<file path="src/rtl/phyreg_wrb_stage.sv">
// Writeback stage: per-unit 2-entry result FIFOs feeding registered regfile write ports,
// plus the per-preg finish scoreboard. Define PHYREG_WRB_DUP_CHECK_EN for the duplicate-write checker.
module phyreg_wrb_stage #(
  parameter int REG_SIZE       = 64,
  parameter int REG_SIZE_WIDTH = 6
) (
  input  logic                      clk,
  input  logic                      rst,

  input  logic                      alu1_wrb_valid_i,
  output logic                      alu1_wrb_ready_o,
  input  logic [REG_SIZE_WIDTH-1:0] alu1_wrb_address_i,
  input  logic [63:0]               alu1_wrb_data_i,
  output logic [REG_SIZE_WIDTH-1:0] alu1_wrb_address_o,
  output logic [63:0]               alu1_wrb_data_o,
  output logic                      alu1_rcu_resp_valid_o,

  input  logic                      alu2_wrb_valid_i,
  output logic                      alu2_wrb_ready_o,
  input  logic [REG_SIZE_WIDTH-1:0] alu2_wrb_address_i,
  input  logic [63:0]               alu2_wrb_data_i,
  output logic [REG_SIZE_WIDTH-1:0] alu2_wrb_address_o,
  output logic [63:0]               alu2_wrb_data_o,
  output logic                      alu2_rcu_resp_valid_o,

  input  logic                      lsu_wrb_valid_i,
  output logic                      lsu_wrb_ready_o,
  input  logic [REG_SIZE_WIDTH-1:0] lsu_wrb_address_i,
  input  logic [63:0]               lsu_wrb_data_i,
  output logic [REG_SIZE_WIDTH-1:0] lsu_wrb_address_o,
  output logic [63:0]               lsu_wrb_data_o,
  output logic                      lsu_rcu_resp_valid_o,

  input  logic                      md_wrb_valid_i,
  output logic                      md_wrb_ready_o,
  input  logic [REG_SIZE_WIDTH-1:0] md_wrb_address_i,
  input  logic [63:0]               md_wrb_data_i,
  output logic [REG_SIZE_WIDTH-1:0] md_wrb_address_o,
  output logic [63:0]               md_wrb_data_o,
  output logic                      md_rcu_resp_valid_o,

  input  logic                      wrb_stall_i,

  input  logic                      alloc_first_valid_i,
  input  logic                      alloc_second_valid_i,
  input  logic [REG_SIZE_WIDTH-1:0] alloc_first_prd_i,
  input  logic [REG_SIZE_WIDTH-1:0] alloc_second_prd_i,

  input  logic [REG_SIZE_WIDTH-1:0] prs1_address_first_i,
  input  logic [REG_SIZE_WIDTH-1:0] prs2_address_first_i,
  input  logic [REG_SIZE_WIDTH-1:0] prs1_address_second_i,
  input  logic [REG_SIZE_WIDTH-1:0] prs2_address_second_i,
  output logic                      prs1_ready_first_o,
  output logic                      prs2_ready_first_o,
  output logic                      prs1_ready_second_o,
  output logic                      prs2_ready_second_o,

  output logic                      wrb_dup_err_o
);

  localparam int NSRC = 4;  // 0 alu1, 1 alu2, 2 lsu, 3 md

  typedef struct packed {
    logic [REG_SIZE_WIDTH-1:0] addr;
    logic [63:0]               data;
  } wrb_entry_t;

  logic [NSRC-1:0] in_valid;
  wrb_entry_t      in_entry [NSRC];
  logic [NSRC-1:0] ready, accept, push, pop, bypass;

  wrb_entry_t      fifo_mem [NSRC][2];
  logic [NSRC-1:0] wr_ptr, rd_ptr;
  logic [1:0]      count [NSRC];

  logic [NSRC-1:0] out_valid;
  wrb_entry_t      out_entry [NSRC];

  logic [REG_SIZE-1:0] finish, finish_next, set_mask, alloc_mask;

  assign in_valid    = {md_wrb_valid_i, lsu_wrb_valid_i, alu2_wrb_valid_i, alu1_wrb_valid_i};
  assign in_entry[0] = {alu1_wrb_address_i, alu1_wrb_data_i};
  assign in_entry[1] = {alu2_wrb_address_i, alu2_wrb_data_i};
  assign in_entry[2] = {lsu_wrb_address_i,  lsu_wrb_data_i};
  assign in_entry[3] = {md_wrb_address_i,   md_wrb_data_i};

  // With an empty FIFO and no stall the incoming result skips storage and lands in the output register.
  always_comb begin
    for (int s = 0; s < NSRC; s++) begin
      ready[s]  = (count[s] != 2'd2);
      accept[s] = in_valid[s] & ready[s];
      pop[s]    = !wrb_stall_i && (count[s] != 2'd0);
      bypass[s] = !wrb_stall_i && (count[s] == 2'd0) && accept[s];
      push[s]   = accept[s] && (wrb_stall_i || (count[s] != 2'd0));
    end
  end

  // NOTE: sequential state uses non-blocking assignments so every register samples pre-edge values.
  always_ff @(posedge clk) begin
    if (rst) begin
      wr_ptr    <= '0;
      rd_ptr    <= '0;
      out_valid <= '0;
      for (int s = 0; s < NSRC; s++) begin
        count[s]     <= 2'd0;
        out_entry[s] <= '0;
      end
    end else begin
      for (int s = 0; s < NSRC; s++) begin
        count[s]     <= count[s] + 2'(push[s]) - 2'(pop[s]);
        wr_ptr[s]    <= wr_ptr[s] ^ push[s];
        rd_ptr[s]    <= rd_ptr[s] ^ pop[s];
        out_valid[s] <= pop[s] | bypass[s];
        if (pop[s])         out_entry[s] <= fifo_mem[s][rd_ptr[s]];
        else if (bypass[s]) out_entry[s] <= in_entry[s];
      end
    end
  end

  // NOTE: FIFO storage has no reset; count gates every read, so stale contents are never observed.
  always_ff @(posedge clk) begin
    for (int s = 0; s < NSRC; s++) begin
      if (push[s]) fifo_mem[s][wr_ptr[s]] <= in_entry[s];
    end
  end

  assign alu1_wrb_ready_o      = ready[0];
  assign alu2_wrb_ready_o      = ready[1];
  assign lsu_wrb_ready_o       = ready[2];
  assign md_wrb_ready_o        = ready[3];
  assign alu1_rcu_resp_valid_o = out_valid[0];
  assign alu2_rcu_resp_valid_o = out_valid[1];
  assign lsu_rcu_resp_valid_o  = out_valid[2];
  assign md_rcu_resp_valid_o   = out_valid[3];
  assign alu1_wrb_address_o    = out_entry[0].addr;
  assign alu2_wrb_address_o    = out_entry[1].addr;
  assign lsu_wrb_address_o     = out_entry[2].addr;
  assign md_wrb_address_o      = out_entry[3].addr;
  assign alu1_wrb_data_o       = out_entry[0].data;
  assign alu2_wrb_data_o       = out_entry[1].data;
  assign lsu_wrb_data_o        = out_entry[2].data;
  assign md_wrb_data_o         = out_entry[3].data;

  // Allocation beats a same-cycle writeback; P0 is hardwired finished.
  always_comb begin
    set_mask   = '0;
    alloc_mask = '0;
    for (int s = 0; s < NSRC; s++) begin
      if (out_valid[s]) set_mask[out_entry[s].addr] = 1'b1;
    end
    if (alloc_first_valid_i)  alloc_mask[alloc_first_prd_i]  = 1'b1;
    if (alloc_second_valid_i) alloc_mask[alloc_second_prd_i] = 1'b1;
    finish_next    = (finish | set_mask) & ~alloc_mask;
    finish_next[0] = 1'b1;
  end

  always_ff @(posedge clk) begin
    if (rst) finish <= '1;
    else     finish <= finish_next;
  end

  assign prs1_ready_first_o  = finish[prs1_address_first_i];
  assign prs2_ready_first_o  = finish[prs2_address_first_i];
  assign prs1_ready_second_o = finish[prs1_address_second_i];
  assign prs2_ready_second_o = finish[prs2_address_second_i];

`ifdef PHYREG_WRB_DUP_CHECK_EN
  logic dup_hit, dup_err;

  always_comb begin
    dup_hit = 1'b0;
    for (int i = 0; i < NSRC; i++) begin
      if (out_valid[i] && out_entry[i].addr != '0) begin
        if (finish[out_entry[i].addr]) dup_hit = 1'b1;
        for (int j = i + 1; j < NSRC; j++) begin
          if (out_valid[j] && out_entry[j].addr == out_entry[i].addr) dup_hit = 1'b1;
        end
      end
    end
  end

  always_ff @(posedge clk) begin
    if (rst)          dup_err <= 1'b0;
    else if (dup_hit) dup_err <= 1'b1;
  end

  assign wrb_dup_err_o = dup_err;
`else
  assign wrb_dup_err_o = 1'b0;
`endif

endmodule

</file>
<file path="config.mk">
export PLATFORM = sky130hd
export DESIGN_NAME = phyreg_wrb_stage
export DESIGN_NICKNAME = d
export VERILOG_FILES = /design/src/rtl/phyreg_wrb_stage.sv
export SDC_FILE = /design/constraint.sdc
export NUM_CORES = 1
export LEC_CHECK = 0
export ABC_AREA = 1
export CAP_MARGIN = 10
export CELL_PAD_IN_SITES_DETAIL_PLACEMENT = 1
export CELL_PAD_IN_SITES_GLOBAL_PLACEMENT = 2
export CORE_MARGIN = 2
export CORE_UTILIZATION = 35
export CTS_CLUSTER_SIZE = 16
export DETAILED_ROUTE_END_ITERATION = 10
export PLACE_DENSITY_LB_ADDON = 0.1
export SETUP_SLACK_MARGIN = 0.02
export SYNTH_ARGS = -nofsm -noshare
export SYNTH_HDL_FRONTEND = slang
export SYNTH_SLANG_ARGS = --single-unit
export TNS_END_PERCENT = 30
</file>
<file path="constraint.sdc">
create_clock -name clk -period 3.71 [get_ports clk]
set_input_delay 0.5565 -clock clk [delete_from_list [all_inputs] [get_ports clk]]
set_output_delay 0.5565 -clock clk [all_outputs]
set_load 0.01 [all_outputs]
</file>
# Yosys cells after proc, flatten, opt, wreduce, memory -nomap -nowiden

Memory sizes are Yosys's and may differ from the RTL's.
Cells that the tools add are included.

Add/subtract/negate cells: 8
Equal/unequal tests: 4
Bitwise gates (word level): 43
Magnitude comparators: 28
Reduce and logical (&&, ||, !) cells: 39
Multiplexer cells: 97

Operators by type and width:

| kind                                                                                | count |
|---|---|
| 70-bit two-way mux                                                                  | 24 |
| 140-bit two-way mux                                                                 | 4 |
| 64-bit two-way mux                                                                  | 6 |
| 64-bit OR                                                                           | 5 |
| 70-bit demux with 1-bit select                                                      | 4 |
| 6-bit by 7-bit less-than comparator with 1-bit output, second input constant        | 10 |
| 64-bit AND                                                                          | 1 |
| 64-bit NOT                                                                          | 1 |
| 1-bit two-way mux                                                                   | 45 |
| 1-bit demux with 6-bit select                                                       | 6 |
| 6-bit by 1-bit greater-or-equal comparator with 1-bit output, second input constant | 6 |
| 1-bit logical AND                                                                   | 26 |
| 1-bit binary-select mux with 6-bit select                                           | 4 |
| 2-bit greater-or-equal comparator, second input constant                            | 8 |
| 1-bit NOT with 2-bit output                                                         | 8 |
| 1-bit OR                                                                            | 16 |
| 2-bit by 1-bit adder with 2-bit output                                              | 4 |
| 2-bit zero test                                                                     | 4 |
| 2-bit by 1-bit less-than comparator with 1-bit output, second input constant        | 4 |
| 2-bit two-way mux                                                                   | 4 |
| 2-bit != test, second input constant                                                | 4 |
| 2-bit nonzero test                                                                  | 4 |
| 2-bit by 1-bit subtractor with 2-bit output                                         | 4 |
| 1-bit XOR                                                                           | 8 |
| 3 further kinds                                                                     | 9 |

Output and inout bits: 293
Flip-flop bits (word level): 76
Memory bits (writable): 848
Memories kept: 3
Bits of input ports: 325
Logic and storage cells: 227

Memories:

| memory    | words | width | rd ports | clocked after memory_dff | wr ports | line | text |
|---|---|---|---|---|---|---|---|
| fifo_mem  | 4     | 140   | 4        | 0                        | 4        | 72   | `wrb_entry_t fifo_mem [NSRC][2];` |
| out_entry | 4     | 70    | 4        | 0                        | 4        | 77   | `wrb_entry_t out_entry [NSRC];` |
| count     | 4     | 2     | 4        | 0                        | 4        | 74   | `logic [1:0] count [NSRC];` |

# Longest topological paths before layout

Gate-level depths: netlist of the first run.
An unclocked memory read counts as a cell.

Depth after elaboration: 14
Mapped depth: 10
Mapped depth without buffers: 9

# Worst setup path before layout of the first run

No wires, ideal clock.

Path type: input to register
From: in rst
To: mem out_entry[1][0] (netlist bit) (enable)
Path buffers: 2
Arrival: 2.843 ns
Setup time: 0.430 ns
Slack: 0.437 ns
Data required time: 3.280 ns
Stages on the path: 7
Cells stage by stage: inv_2 nand2_1 nor2_2 buf_6 a21oi_2 buf_2 nand2_1

RTL lines:

| item               | line | text |
|---|---|---|
| start: declaration | 8    | `input logic rst,` |
| end: declaration   | 77   |  |

# Final worst setup path of the first run

From: in prs1_address_second_i[0]
To: out prs1_ready_second_o

Longest elaborated chain between the ends: 2

RTL lines:

| item                                      | line | text |
|---|---|---|
| start: declaration                        | 51   | `input logic [REG_SIZE_WIDTH-1:0] prs1_address_second_i,` |
| 1-bit binary-select mux with 6-bit select | 164  | `assign prs1_ready_second_o = finish[prs1_address_second_i];` |
| 1-bit two-way mux (not written as such)   | 164  |  |
| end: declaration                          | 55   | `output logic prs1_ready_second_o,` |

No other way between the ends. The select of a mux whose other input is x is not followed.

==> results of run 1 <==
## flip-flops by register name, indices dropped and copies added, names as in the netlist
name	count
fifo_mem	560
out_entry	280
finish	63
count	8
out_valid	4
rd_ptr	4
wr_ptr	4
## final cells by class
| class | instances | area [um2] |
|---|---|---|
| fillers | 12608 | 63110 |
| flip-flops and latches | 923 | 26890 |
| multi-input cells | 2587 | 12050 |
| repair buffers | 698 | 7144 |
| clock buffers | 121 | 2644 |
| well taps | 1524 | 1907 |
| inverters | 290 | 1090 |
| clock inverters | 69 | 854.6 |
| diodes | 18 | 45.04 |
## layer usage
metal / part of all wire (%) / vias up
met5: 0.14 / -
met4: 3.2 / 32
met3: 7.9 / 259
met2: 47 / 1008
met1: 41 / 15887
li1: - / 14986
## logic make-up after synthesis
logic type	count (synthesis)	share of synthesized area [%]
compound gates	473	6.561
xor+xnor	4	0.08612
fa+ha+maj	16	0.4922
buf+inv	481	4.709
flops	923	66.10
other cells	1	0.009219
simple gates	2093	22.05
## cells in the final DEF (no fill, tap or decap), drive strengths merged, types with 78 or more instances in the layout
cell	n
a21oi	215
buf	82
clkbuf	121
clkdlybuf4s50	616
dfxtp	83
edfxtp	840
inv	290
nand2	1012
nand3	299
nor2	503
nor3	117
o21ai	116
o22ai	78
or3	140
## worst reg2reg max path, stage by stage, from the launching register on
cell      delay (ns)
edfxtp_1        0.55
nor3_1          0.62
nand2_1         0.33
o211ai_1        0.47
nand3_1         0.13
nand2_1         0.08
## synth_stat cells, types with 16 or more instances
cell type	number
a22oi_1	30
nand3_1	299
nor3_1	91
buf_2	49
nand2_1	1011
inv_1	279
nor2_1	500
or3_1	140
nor3_2	26
o2111ai_1	16
dfxtp_1	83
ha_1	16
a21oi_1	212
clkbuf_1	126
edfxtp_1	840
o21ai_0	104
o22ai_1	78
## final timing paths
path | startpoint | endpoint | slack (ns)
worst min register to register | count[0][1] | count[0][1] | 0.48
worst max register to register | out_entry[0][64] | finish[26] | 1.47
worst max-delay path | prs1_address_second_i[0] | prs1_ready_second_o | 0.43
worst min-delay path | lsu_wrb_data_i[47] | fifo_mem[2][117] | 0.47
## where the power goes
part / switching (uW) / leakage, uW / total [uW] / internal [uW]
registers: 882 / 0.00879 / 14600 / 13700
clock network: 4360 / 0.00169 / 10600 / 6280
logic: 5000 / 0.00978 / 8210 / 3210
total: 10200 / 0.0203 / 33500 / 23200
## per-stage QoR
| step | hold slack, ns | total power (uW) | util (%) |
|---|---|---|---|
| 2_1_floorplan | 0.4431 | 18710 | - |
| 3_3_place_gp | 0.4663 | 23000 | 42.41 |
| 3_5_place_dp | 0.4710 | 23130 | 42.41 |
| 4_1_cts | 0.3967 | 33870 | 45.43 |
| 5_1_grt | 0.4371 | 35040 | 45.46 |
| 6_report | 0.4662 | 33460 | 45.47 |
==> impl_results.md, run 1 <==
- Status: finished clean
- CTS Buffer Depth: 3
- # nets final: 4942
- Main area contributors after synthesis: edfxtp_1, nand2_1, nor2_1, dfxtp_1, nand3_1
- Seq/Total Area, Yosys: 66.10%
- Die Y: ~340 um
- Worst-path clk slew: ~0.06 ns
- Worst Path Required: roughly 3.2 ns
- Hold_buf cts: 0
- Distinct cells, synth: 41
- CTS Buf Count: approximately 100
- Area growth syn-to-layout: 29.38%
- Crit path depth: 12
- Met3 Use GR: 6.585%
- DP Wirelength: 101100 um
- Asr flop ratio synth: 0%
- M1 GR Usage: 32.16%
- Worst path max stage delay: 0.53 ns
- Relative slew slack: 29.30%
- CTS resizes: 0
- Initial antenna violation count: 32
- Placed Cells: 6022
- Ports: roughly 620
- Top Usage Layer GRT: met2
- Fin cells: slightly above 6k
- Post-CTS setup buffers: 0
- Routed WL: about 150000 um
- Worst Reg2Reg Path Length in Cells: 5
- #FFs+latches synth: 923
- Critical path class: in2out
- Setup WS post-layout: approximately 0.43 ns
- F_max: roughly 300 MHz
- Slew @ Worst Pin: between 1 and 1.5 ns
- Core ar.: 0.1157 mm2
- Iter 0 DRT Violations: approximately 2.5k
- Htree depth: 3
- Worst-path cell chain: clkdlybuf4s50_1, inv_1, buf_4, nand2_1, nand3_1, nand3_1, nand2_1, nand2_1, nand3_1, nand3_1, nand2_1, clkdlybuf4s50_1
- Largest net degree at the start of global routing: 86
- Area after DPL: approximately 0.049 mm2
- Routed vias: between 30k and 40k
- DR vias/cell: ~5.2
- Final Cell Area: ~0.053 mm2
- Post-route DRC: 0
- Clock Sinks: between 900 and 1k
- Drt wl/cell: ~24 um
- Cell area after synthesis: a little over 0.04 mm2
- Root buffer cell: clkbuf_16
- Fin. max-slew vios: 0
- First-pass GRT wire length: ~220000 um
- Top_reg_cell synth: edfxtp_1
- Ys Warns: 0
- RSZ-0062 raised after global routing: false
- Syn Area/Cell: 10.19 um2
- Total die area: 0.1190 mm2
- Post-Syn Instances: around 4.0k
- Detail Route Antenna Nets: 0
- Startpoint Class: primary input
- Number of enable flip-flop cells after synthesis: 840
- Skew final: 0.03655 ns
- DP Worst Slack: 0.4367 ns
- Crit end category: output pin
- TritonCTS clock tree: built
- Cells on Worst Hold Path: 1
- WP buf/inv: 4
- CP arrival: 2.73 ns
- Worst path top cell family by delay: buffers and inverters
- Final hold viol count: 0
- Setup Viol. Count Final: 0
- Placer Congestion: between 0.9 and 1
- Final worst path period share: approximately nine tenths
- Post-Syn Nets: between 4k and 5k
- Gr usage total: about 25%
- M2 GR Usage: 39.63%
- Clock Latency Late Sink: roughly 0.7 ns
- Via count of the first global-routing pass: around 32k
- CP max FO: 20
- Starting Density: roughly a third
- Layout cells sized above 1: under 10%
- Gr ovfl total: 0
- Worst VDD drop: 0.3482 mV
- Die Width: approximately 340 um
- Yosys top cell by area: edfxtp_1
- Row count: between 100 and 150
- Hold Crit Class: in2reg
- First-pass iteration count of the detailed router: 5
- Leakage: just over 0.02 uW
- PortBufs: between 600 and 700
- Max Cap Violations: 0
- Power per cell area: ~640 mW/mm2
- Top cell type's share of synthesized area: 62.01%
- Crit path time final: 3.284 ns
- Slowest CP cell: clkdlybuf4s50_1
- Setup TNS Final: 0 ns
Note: power is estimated with default switching activity, not from simulation.
==> run 2, diff against run 1 <==
Settings changed: CAP_MARGIN 10 to 20.
==> results of run 2 <==
The final DEF is identical to that of run 1; final timing and power are the same.
==> run 3, diff against run 2 <==
Settings changed: ABC_CLOCK_PERIOD_IN_PS set to 3710, CTS_CLUSTER_SIZE 16 to 30.
==> impl_results.md, run 3 (synthesized netlist as in run 1, its figures left out) <==
- Crit end category: output pin
- Hold_buf cts: 0
- Via count of the first global-routing pass: 32.33k
- Most frequent cells in the layout: nand2_1, edfxtp_1, clkdlybuf4s50_1
- Launching point of the worst reg2reg path: out_entry[0][64]
- Leakage: 0.02026 uW
- Max reg flops: 560
- Worst-path cell chain: clkdlybuf4s50_1, inv_1, buf_4, nand2_1, nand3_1, nand3_1, nand2_1, nand2_1, nand3_1, nand3_1, nand2_1, clkdlybuf4s50_1
- First-pass GRT wire length: about 220000 um
- Gr ovfl total: 0
- Initial antenna violation count: 32
- Total die area: 0.1190 mm2
- Hold Crit Class: in2reg
- Post-CTS setup buffers: 0
- Layout cells sized above 1: 6.294%
- CTS Buffer Depth: 3
- Clock Sinks: between 900 and 1k
- Row count: between 100 and 150
- Gr usage total: about a quarter
- Starting Density: 35.15%
- Root buffer cell: clkbuf_16
- Multi-input logic area: 0.01205 mm2
- First-pass iteration count of the detailed router: 6
- DP Wirelength: roughly 100000 um
- Detail Route Antenna Nets: 0
- DR vias/cell: 5.169
- Status: finished clean
- Die Y: about 340 um
- Max Cap Violations: 0
- Worst path max stage delay: 0.53 ns
- Fin. max-slew vios: 0
- Core ar.: between 0.1 and 0.15 mm2
- Setup WS post-layout: 0.4157 ns
- Most common cell after layout, fill and taps aside: nand2_1
- Post-route DRC: 0
- CP max FO: 20
- Largest net degree at the start of global routing: 86
- RSZ-0062 raised after global routing: false
- Placer Congestion: roughly 0.9
- CTS Buf Count: 101
- DP Worst Slack: ~0.44 ns
- Setup TNS Final: 0 ns
- Crit path time final: about 3.3 ns
- # fillers: around 13k
- Worst-path clk slew: ~0.06 ns
- Drt wl/cell: between 20 and 25 um
- Relative slew slack: 29.19%
- CTS resizes: 0
- Launch point of the worst hold path: lsu_wrb_data_i[47]
- Clock Latency Late Sink: 0.70 ns
- Routed WL: 149800 um
- TritonCTS clock tree: built
- Skew final: approximately 0.037 ns
- Slew @ Worst Pin: 1.062 ns
- Routed vias: around 32k
- Iter 0 DRT Violations: approximately 2.5k
- Slowest CP cell: clkdlybuf4s50_1
- F_max: 303.6 MHz
- Critical path class: in2out
- Htree depth: 3
- CP startpoint: prs1_address_second_i[0]
- Final worst path period share: between 80% and 90%
- # nets final: between 4k and 5k
- Setup Viol. Count Final: 0
- Area growth syn-to-layout: 29.37%
- Startpoint Class: primary input
- Die Width: between 300 and 400 um
- CP arrival: 2.74 ns
- PortBufs: slightly above 600
- Ports: roughly 620
- Worst VDD drop: 0.3486 mV
- Power per cell area: 635.8 mW/mm2
- Worst Path Required: 3.15 ns
- FF/Latch Area: ~0.027 mm2
- Final hold viol count: 0
- Hold WS: between 0.4 and 0.5 ns
[run 3: cell types whose count changed in the layout (fill, tap and decap cells not counted)]
cell / before / now
inv_8: 0 / 1
clkinv_1: 26 / 25
inv_6: 2 / 1
diode_2: 18 / 17
[run 3: critical path: cells and delay by family]
kind | cells | cell delay (ns)
buffers and inverters | 4 | 1.57
AND/OR/NAND/NOR | 8 | 0.61
[run 3: final timing paths]
check        depth (start not counted)  slack (ns)             endpoint
min reg2reg                          1        0.48          count[0][1]
max reg2reg                          5        1.42           finish[26]
max                                 12        0.42  prs1_ready_second_o
min                                  1        0.47     fifo_mem[2][117]
[run 3: report_power, final]
group	internal [uW]	switching, uW
registers	13700	886
logic	3210	5000
clock network	6280	4360
[run 3: area by class of cell]
class	count	area share (%)
multi-input combinational	2587	22.90
inverter	290	2.071
timing repair buffer	698	13.58
sequential	923	51.10
clock buffer	121	5.024
antenna	17	0.08084
clock inverter	68	1.622
tap	1524	3.623
[run 3: layer usage]
metal	up-vias	routed length (um)	part of all wire, %	GRT usage (%)
li1	14981	-	-	-
met1	15939	62500	42	32.15
met2	983	70850	47	39.63
met3	255	11520	7.7	6.591
met4	32	4742	3.2	8.685
met5	-	212	0.14	0
[run 3: per-stage QoR]
step / utilization, % / total power (uW) / instances / area (um2)
after floorplan: - / 18710 / 3991 / 40680
after global placement: 42.41 / 23000 / 6022 / 49080
after detailed placement: 42.41 / 23130 / 6022 / 49080
after CTS: 45.43 / 33880 / 6211 / 52580
after global routing: 45.46 / 35040 / 6224 / 52610
final: 45.47 / 33460 / 6228 / 52620
